`src/rtl/dig_volt_avg_pkg.sv`:
```
// Shared types and width helpers for the averaging voltmeter front-end.
package dig_volt_avg_pkg;

  typedef enum logic {
    ST_CAL = 1'b0,
    ST_RUN = 1'b1
  } meas_state_t;

  function automatic int clog2(input int v);
    int r;
    r = 0;
    for (int i = 0; i < 31; i++) begin
      if ((1 << i) < v) r = i + 1;
    end
    return r;
  endfunction

  function automatic int max_int(input int a, input int b);
    return (a > b) ? a : b;
  endfunction

  function automatic int num_width(input int adc_w, input int volt_w);
    return adc_w + volt_w;
  endfunction

  function automatic int acc_width(input int adc_w, input int cal_log2, input int avg_log2);
    return adc_w + max_int(cal_log2, avg_log2);
  endfunction

endpackage

```
`src/rtl/dig_volt_avg_seq_divider.sv`:
```
// Restoring divider, one quotient bit per cycle. The first bit is resolved in
// the start cycle, so done pulses NUM_W-1 cycles after start.
module seq_divider
  import dig_volt_avg_pkg::*;
#(
  parameter int NUM_W = 21,
  parameter int DEN_W = 8
) (
  input  logic             sys_clk,
  input  logic             sys_rst_n,
  input  logic             start,
  input  logic             abort,
  input  logic [NUM_W-1:0] num,
  input  logic [DEN_W-1:0] den,
  output logic             done,
  output logic [NUM_W-1:0] quot
);

  localparam int CNT_W = clog2(NUM_W) + 1;

  logic [DEN_W-1:0] rem_q, rem_in, rem_nx;
  logic [DEN_W-1:0] den_q, den_in;
  logic [NUM_W-1:0] dq_q, dq_in, dq_nx;
  logic [DEN_W:0]   trial;
  logic             fits;
  logic [CNT_W-1:0] cnt_q;
  logic             busy_q;

  // dq holds the remaining dividend bits in its upper end and collects
  // quotient bits from the bottom.
  always_comb begin
    rem_in = start ? '0 : rem_q;
    dq_in  = start ? num : dq_q;
    den_in = start ? den : den_q;
    trial  = {rem_in, dq_in[NUM_W-1]};
    fits   = (trial >= {1'b0, den_in});
    rem_nx = fits ? DEN_W'(trial - {1'b0, den_in}) : DEN_W'(trial);
    dq_nx  = {dq_in[NUM_W-2:0], fits};
  end

  always_ff @(posedge sys_clk or negedge sys_rst_n) begin
    if (!sys_rst_n) begin
      rem_q  <= '0;
      dq_q   <= '0;
      den_q  <= '0;
      cnt_q  <= '0;
      busy_q <= 1'b0;
      done   <= 1'b0;
    end else begin
      done <= 1'b0;
      if (abort) begin
        busy_q <= 1'b0;
      end else if (start) begin
        rem_q  <= rem_nx;
        dq_q   <= dq_nx;
        den_q  <= den;
        cnt_q  <= CNT_W'(NUM_W - 1);
        busy_q <= 1'b1;
      end else if (busy_q) begin
        rem_q <= rem_nx;
        dq_q  <= dq_nx;
        cnt_q <= cnt_q - 1'b1;
        if (cnt_q == CNT_W'(1)) begin
          busy_q <= 1'b0;
          done   <= 1'b1;
        end
      end
    end
  end

  assign quot = dq_q;

endmodule

```
`src/rtl/dig_volt_avg.sv`:
```
// ADC voltmeter front-end: ad_clk generation, midpoint calibration, windowed
// averaging and signed millivolt conversion for the display driver.
//
// state | meaning
// CAL   | summing 2^CAL_LOG2 samples to find the zero midpoint
// RUN   | summing 2^AVG_LOG2-sample windows, conversion launched at each window end
module dig_volt_avg
  import dig_volt_avg_pkg::*;
#(
  parameter int ADC_W    = 8,
  parameter int AD_HALF  = 1,
  parameter int CAL_LOG2 = 10,
  parameter int AVG_LOG2 = 4,
  parameter int VOLT_MAX = 5000,
  parameter int VOLT_W   = 13
) (
  input  logic              sys_clk,
  input  logic              sys_rst_n,
  input  logic [ADC_W-1:0]  ad_data,
  input  logic              cal_req,
  output logic              ad_clk,
  output logic [VOLT_W-1:0] volt,
  output logic              sign,
  output logic              volt_valid,
  output logic              cal_done
);

  localparam int NUM_W = num_width(ADC_W, VOLT_W);
  localparam int CNT_W = max_int(CAL_LOG2, AVG_LOG2);
  localparam int ACC_W = acc_width(ADC_W, CAL_LOG2, AVG_LOG2);
  localparam int HC_W  = max_int(clog2(AD_HALF), 1);

  localparam logic [HC_W-1:0]   HC_RELOAD  = HC_W'(AD_HALF - 1);
  localparam logic [CNT_W-1:0]  CAL_LAST   = CNT_W'((2 ** CAL_LOG2) - 1);
  localparam logic [CNT_W-1:0]  AVG_LAST   = CNT_W'((2 ** AVG_LOG2) - 1);
  localparam logic [ADC_W-1:0]  ADC_FS     = '1;
  localparam logic [ADC_W-1:0]  MID_RST    = {1'b0, {(ADC_W-1){1'b1}}};
  localparam logic [NUM_W-1:0]  VOLT_MAX_N = NUM_W'(VOLT_MAX);
  localparam logic [VOLT_W-1:0] VOLT_MAX_V = VOLT_W'(VOLT_MAX);

  // A conversion must finish before the next window can end.
  if ((2 ** AVG_LOG2) * 2 * AD_HALF <= NUM_W + 3) begin : g_bad_window
    $error("dig_volt_avg: averaging window shorter than conversion latency");
  end
  if (VOLT_MAX >= (2 ** VOLT_W)) begin : g_bad_volt_w
    $error("dig_volt_avg: VOLT_W too narrow for VOLT_MAX");
  end

  logic [HC_W-1:0]   hcnt_q;
  logic              sample_en;
  meas_state_t       state_q, state_d;
  logic              cal_end, win_end;
  logic [ACC_W-1:0]  acc_q, acc_sum;
  logic [CNT_W-1:0]  scnt_q;
  logic [ADC_W-1:0]  mid_q, avg_q;
  logic              conv_go_q;
  logic [ADC_W-1:0]  diff_c, den_c;
  logic              sgn_c;
  logic              prep_vld_q;
  logic [NUM_W-1:0]  num_q;
  logic [ADC_W-1:0]  den_q;
  logic              sgn_q, diff_nz_q;
  logic              div_start, fast_vld;
  logic              div_done;
  logic [NUM_W-1:0]  div_quot;
  logic [VOLT_W-1:0] volt_c;

  always_ff @(posedge sys_clk or negedge sys_rst_n) begin
    if (!sys_rst_n) begin
      hcnt_q <= '0;
      ad_clk <= 1'b0;
    end else if (hcnt_q == '0) begin
      hcnt_q <= HC_RELOAD;
      ad_clk <= ~ad_clk;
    end else begin
      hcnt_q <= hcnt_q - 1'b1;
    end
  end

  assign sample_en = (hcnt_q == '0) && !ad_clk;
  assign acc_sum   = acc_q + ACC_W'(ad_data);

  always_ff @(posedge sys_clk or negedge sys_rst_n) begin
    if (!sys_rst_n) state_q <= ST_CAL;
    else            state_q <= state_d;
  end

  always_comb begin
    state_d = state_q;
    cal_end = 1'b0;
    win_end = 1'b0;
    if (cal_req) begin
      state_d = ST_CAL;
    end else if (sample_en) begin
      case (state_q)
        ST_CAL: if (scnt_q == CAL_LAST) begin
          cal_end = 1'b1;
          state_d = ST_RUN;
        end
        ST_RUN: if (scnt_q == AVG_LAST) win_end = 1'b1;
        default: state_d = ST_CAL;
      endcase
    end
  end

  always_ff @(posedge sys_clk or negedge sys_rst_n) begin
    if (!sys_rst_n) begin
      acc_q     <= '0;
      scnt_q    <= '0;
      mid_q     <= MID_RST;
      avg_q     <= '0;
      cal_done  <= 1'b0;
      conv_go_q <= 1'b0;
    end else begin
      conv_go_q <= 1'b0;
      if (cal_req) begin
        acc_q    <= '0;
        scnt_q   <= '0;
        cal_done <= 1'b0;
      end else if (sample_en) begin
        if (cal_end || win_end) begin
          acc_q  <= '0;
          scnt_q <= '0;
        end else begin
          acc_q  <= acc_sum;
          scnt_q <= scnt_q + 1'b1;
        end
        if (cal_end) begin
          mid_q    <= ADC_W'(acc_sum >> CAL_LOG2);
          cal_done <= 1'b1;
        end
        if (win_end) begin
          avg_q     <= ADC_W'(acc_sum >> AVG_LOG2);
          conv_go_q <= 1'b1;
        end
      end
    end
  end

  always_comb begin
    diff_c = '0;
    den_c  = '0;
    sgn_c  = 1'b0;
    if (avg_q >= mid_q) begin
      diff_c = avg_q - mid_q;
      den_c  = ADC_FS - mid_q;
    end else begin
      diff_c = mid_q - avg_q;
      den_c  = mid_q;
      sgn_c  = 1'b1;
    end
  end

  always_ff @(posedge sys_clk or negedge sys_rst_n) begin
    if (!sys_rst_n) begin
      prep_vld_q <= 1'b0;
      num_q      <= '0;
      den_q      <= '0;
      sgn_q      <= 1'b0;
      diff_nz_q  <= 1'b0;
    end else if (cal_req) begin
      prep_vld_q <= 1'b0;
    end else begin
      prep_vld_q <= conv_go_q;
      if (conv_go_q) begin
        num_q     <= NUM_W'(diff_c) * VOLT_MAX_N;
        den_q     <= den_c;
        sgn_q     <= sgn_c;
        diff_nz_q <= (diff_c != '0);
      end
    end
  end

  // A zero denominator (midpoint at full scale) bypasses the divider.
  assign div_start = prep_vld_q && (den_q != '0) && !cal_req;
  assign fast_vld  = prep_vld_q && (den_q == '0);

  seq_divider #(
    .NUM_W (NUM_W),
    .DEN_W (ADC_W)
  ) u_div (
    .sys_clk   (sys_clk),
    .sys_rst_n (sys_rst_n),
    .start     (div_start),
    .abort     (cal_req),
    .num       (num_q),
    .den       (den_q),
    .done      (div_done),
    .quot      (div_quot)
  );

  assign volt_c = (div_quot > VOLT_MAX_N) ? VOLT_MAX_V : VOLT_W'(div_quot);

  always_ff @(posedge sys_clk or negedge sys_rst_n) begin
    if (!sys_rst_n) begin
      volt       <= '0;
      sign       <= 1'b0;
      volt_valid <= 1'b0;
    end else begin
      volt_valid <= 1'b0;
      if (!cal_req) begin
        if (fast_vld) begin
          volt       <= diff_nz_q ? VOLT_MAX_V : '0;
          sign       <= diff_nz_q && sgn_q;
          volt_valid <= 1'b1;
        end else if (div_done) begin
          volt       <= volt_c;
          sign       <= sgn_q && (volt_c != '0);
          volt_valid <= 1'b1;
        end
      end
    end
  end

endmodule

```
`config.mk`:
```
export PLATFORM = sky130hd
export DESIGN_NAME = dig_volt_avg
export DESIGN_NICKNAME = d
export VERILOG_FILES = /design/src/rtl/dig_volt_avg_pkg.sv /design/src/rtl/dig_volt_avg_seq_divider.sv /design/src/rtl/dig_volt_avg.sv
export SDC_FILE = /design/constraint.sdc
export NUM_CORES = 1
export LEC_CHECK = 0
export ABC_AREA = 1
export BUFFER_PORTS_ARGS = -buffer_cell sky130_fd_sc_hd__buf_2
export CORE_MARGIN = 2
export CORE_UTILIZATION = 50
export DETAILED_ROUTE_END_ITERATION = 8
export GPL_TIMING_DRIVEN = 0
export HOLD_SLACK_MARGIN = 0.1
export PLACE_DENSITY = 0.66
export SYNTH_ARGS = -nofsm -noshare
export SYNTH_HDL_FRONTEND = slang
export SYNTH_SLANG_ARGS = --single-unit
```
`constraint.sdc`:
```
create_clock -name sys_clk -period 9.2 [get_ports sys_clk]
set_input_delay 1.38 -clock sys_clk [delete_from_list [all_inputs] [get_ports sys_clk]]
set_output_delay 1.38 -clock sys_clk [all_outputs]
set_load 0.02 [all_outputs]
```
==> impl_metrics.toml <==
[cts]
cts-htree-levels = 4
clk-insertion-delay-late_ns = 0.43
postCtsSetupBuffers = 0
ctsRootBufferMaster = "clkbuf_16"
cts_repair_resize_count = 0
cts_num_sinks = 137
tritoncts.num_buffers = 17
cts_buffer_depth = 2
cts_hold_buf = 0
cts_tree = "built"
cts.clk_slew.worst_paths_ns = 0.06

[critical_path]
worst-endpoint-required_ns = 9.49
critPathArrivalTime_ns = 5.71
critical_path.slowest_cell = "dfstp_2"
worstPathMaxFanout = 10
cp-end-kind = "flop"
startpoint_type = "flop"
criticalPathCategory = "reg2reg"
largest_incremental_delay_on_the_critical_path_ns = 0.55
worst_path_most_repeated_cell = "ha_1"

[logic_synthesis]
synth.avg_cell_area_um2 = 7.862
synth.largest_area_cell = "dfrtp_1"
postSynth.topFlopCell = "dfrtp_1"
synthArstFlopShare = 1.000
synth_cell_type_count = 41
ys_seq_elements = 137
synth.net_count = 1222
syn-instance-count = 1123
synth_seq_area_share = 0.3893
synthDominantCellAreaShare = 0.3685
synth_area_um2 = 8828
synth_enable_flop_cells = 0
yosysWarningCount = 0
post_synth_main_area_contributors = "dfrtp_1 37%, nand2_1 14%, ha_1 10%"

[power]
internal_power_mw = 1.232
clock_power_share = 0.368
switching_power_total_uw = 631.6
ir_drop_worst_case_vdd_uv = 155.0
power-per-cell-area_nw_per_um2 = 188.8
power.share.sequential = 0.358
power_leakage_nw = 5.221
power_switching_share = 0.3389
power.combinational.fraction = 0.274

[worst_hold_path]
min-delay-path-class = "reg2reg"

[timing]
fin_ws_ns = 3.775
tns_ns = 0
setup-violations-final = 0
worst_margin_pin_slew_ns = 0.6514
finalWorstPathRequiredPeriod_ns = 5.425
final_hold_viol_count = 0
period_share = 0.5897
grt_setup_unrepaired = "false"
hold_slack_ns = 0.4715
report.final.slew_viol_count = 0
clock-skew-final_ns = 0.01360
max_clock_freq_mhz = 184.3
relSlewSlack = 0.5641

[route]
route.final.wire_length_mm = 19.09
drt-wirelength-per-cell_um = 13.56
drt_first_pass_iters = 5
route.detailed.vias_per_inst = 5.158
postRouteAntennaNets = 0
drtIter0Drc = 372
vias = 7263
post-route-drc-count = 0

[finish]
finish.utilization = 0.5708
syn_to_final_growth_pct = 11.83
diodes = 0
drive_gt1_frac = 0.09467
fin_cells = 1408
finalNetCount = 1269
layout.filler_cells = 1616

[floorplanning]
die-area_um2 = 18740
start_util = 0.5104
row_count = 48
fp.dieW_um = 136.9
core_um2 = 17300
io-pin-count = 28
chipHeight_um = 136.9

[outcome]
outcome = "finished clean"

[placed_design]
port_buffers = 27
detailedPlacementHpwl_mm = 14.42
place.detailed.instances = 1376
routabilityCongestion = 0.8720
dp_slack_ns = 3.789

[global_route]
global_route_wire_length_before_repair_mm = 32.89
grt_overflow_total = 0
grt_antenna_before_repair = 0
vias_in_the_first_global_route = 6985
largest_net_degree_at_the_start_of_global_routing = 74
grtUsageTotal = 0.2202

[flow_run]
drv.max_cap_violation_count = 0
## cell families (layout without fill, tap and decap cells)
group / Yosys count / in the layout / share of synthesized area
adder cells (fa/ha/maj): 88 / 88 / 0.1366
flip-flops: 137 / 137 / 0.3893
AND/OR/NAND/NOR: 493 / 493 / 0.2402
XOR/XNOR: 32 / 32 / 0.03175
buffers and inverters: 201 / 261 / 0.08843
AO/OA/AOI/OAI: 172 / 172 / 0.1137
## worst max-delay path: cells and delay by family (launching register included)
kind	cells	cell delay (ns)
AOI/OAI and AO/OA	3	0.48
adders and majority gates	8	2.52
xor gates and xnor gates	2	0.34
and+or+nand+nor	8	0.90
DFF	1	0.55
buffers and inverters	6	0.51
## area by class of cell
| class | instances | area [µm²] | area share |
|---|---|---|---|
| multi-input cells | 785 | 4611 | 0.4670 |
| clock buffers | 18 | 439.2 | 0.04448 |
| clock inverters | 14 | 155.1 | 0.01571 |
| plain buffers | 27 | 127.6 | 0.01293 |
| repair buffers | 28 | 168.9 | 0.01711 |
| flip-flops and latches | 137 | 3437 | 0.3481 |
| inverters | 174 | 653.1 | 0.06615 |
| well taps | 225 | 281.5 | 0.02851 |
## registers in the layout, indices dropped and copies added, names as in the netlist
register,flops
u_div.quot,21
acc_q,18
num_q,18
volt,13
scnt_q,10
avg_q,8
den_q,8
mid_q,8
u_div.den_q,8
u_div.rem_q,8
u_div.cnt_q,6
ad_clk,1
cal_done,1
conv_go_q,1
diff_nz_q,1
prep_vld_q,1
sgn_q,1
sign,1
state_q,1
u_div.busy_q,1
u_div.done,1
volt_valid,1
## path summary, 6_finish.rpt
| check | startpoint | endpoint | slack [ns] | cells after the start |
|---|---|---|---|---|
| max in group asynchronous | sys_rst_n | num_q[14] | 7.51 | 2 |
| min reg2reg | sign | sign | 0.47 | 2 |
| max reg2reg | mid_q[0] | num_q[17] | 3.77 | 27 |
| min | sign | sign | 0.47 | 2 |
| min in group asynchronous | sys_rst_n | u_div.rem_q[3] | 0.93 | 1 |
| max | mid_q[0] | num_q[17] | 3.77 | 27 |
## layout by cell type, fill, tap and decap left out, types with 5 or more instances in the layout
| cell type | n |
|---|---|
| ha_1 | 74 |
| nand2_1 | 318 |
| clkbuf_16 | 17 |
| nor3_1 | 10 |
| dfrtp_1 | 130 |
| nand4_1 | 12 |
| buf_2 | 35 |
| xor2_1 | 18 |
| o31ai_1 | 10 |
| nand3_1 | 66 |
| o21ai_0 | 85 |
| inv_1 | 169 |
| dfstp_2 | 7 |
| o22ai_1 | 5 |
| nor2_1 | 58 |
| or2_2 | 9 |
| o221ai_1 | 18 |
| clkbuf_1 | 14 |
| a21oi_1 | 31 |
| xnor2_1 | 14 |
| nand3_2 | 6 |
| o21ai_1 | 5 |
| inv_6 | 5 |
| fa_1 | 14 |
## routing by layer
metal,up-vias,wire [µm],global-route usage
met5,-,0,0
met4,0,223,0.05613
met3,23,569,0.03630
met2,102,8780,0.3617
met1,3404,9521,0.3040
li1,3734,-,-
## metrics by stage
stage	cell area, µm²	total power, mW
2_1_floorplan	8828	1.067
5_1_grt	9873	1.986
3_5_place_dp	9279	1.188
3_3_place_gp	9245	1.181
6_report	9873	1.864
4_1_cts	9873	1.877
## cells in the mapped netlist (3+ instances only)
master / number
a21o_1: 4
a21oi_1: 31
a31oi_1: 4
buf_2: 9
clkbuf_1: 14
dfrtp_1: 130
dfstp_2: 7
fa_1: 14
ha_1: 74
inv_1: 169
inv_2: 4
nand2_1: 318
nand2_2: 4
nand3_1: 66
nand3_2: 6
nand4_1: 12
nor2_1: 58
nor2_2: 3
nor3_1: 10
o21a_1: 3
o21ai_0: 85
o21ai_1: 5
o21bai_1: 4
o221ai_1: 18
o22ai_1: 5
o31ai_1: 10
or2_2: 9
xnor2_1: 14
xor2_1: 18
## power groups by stage
stage / Clock [mW] / Combinational, mW / Sequential, mW
after global placement: 0 / 0.504 / 0.676
after detailed placement: 0 / 0.511 / 0.677
after global routing: 0.719 / 0.595 / 0.672
final: 0.686 / 0.511 / 0.667
after floorplan: 0 / 0.394 / 0.673
after CTS: 0.694 / 0.516 / 0.667
Power figures use the tool's default switching activity.
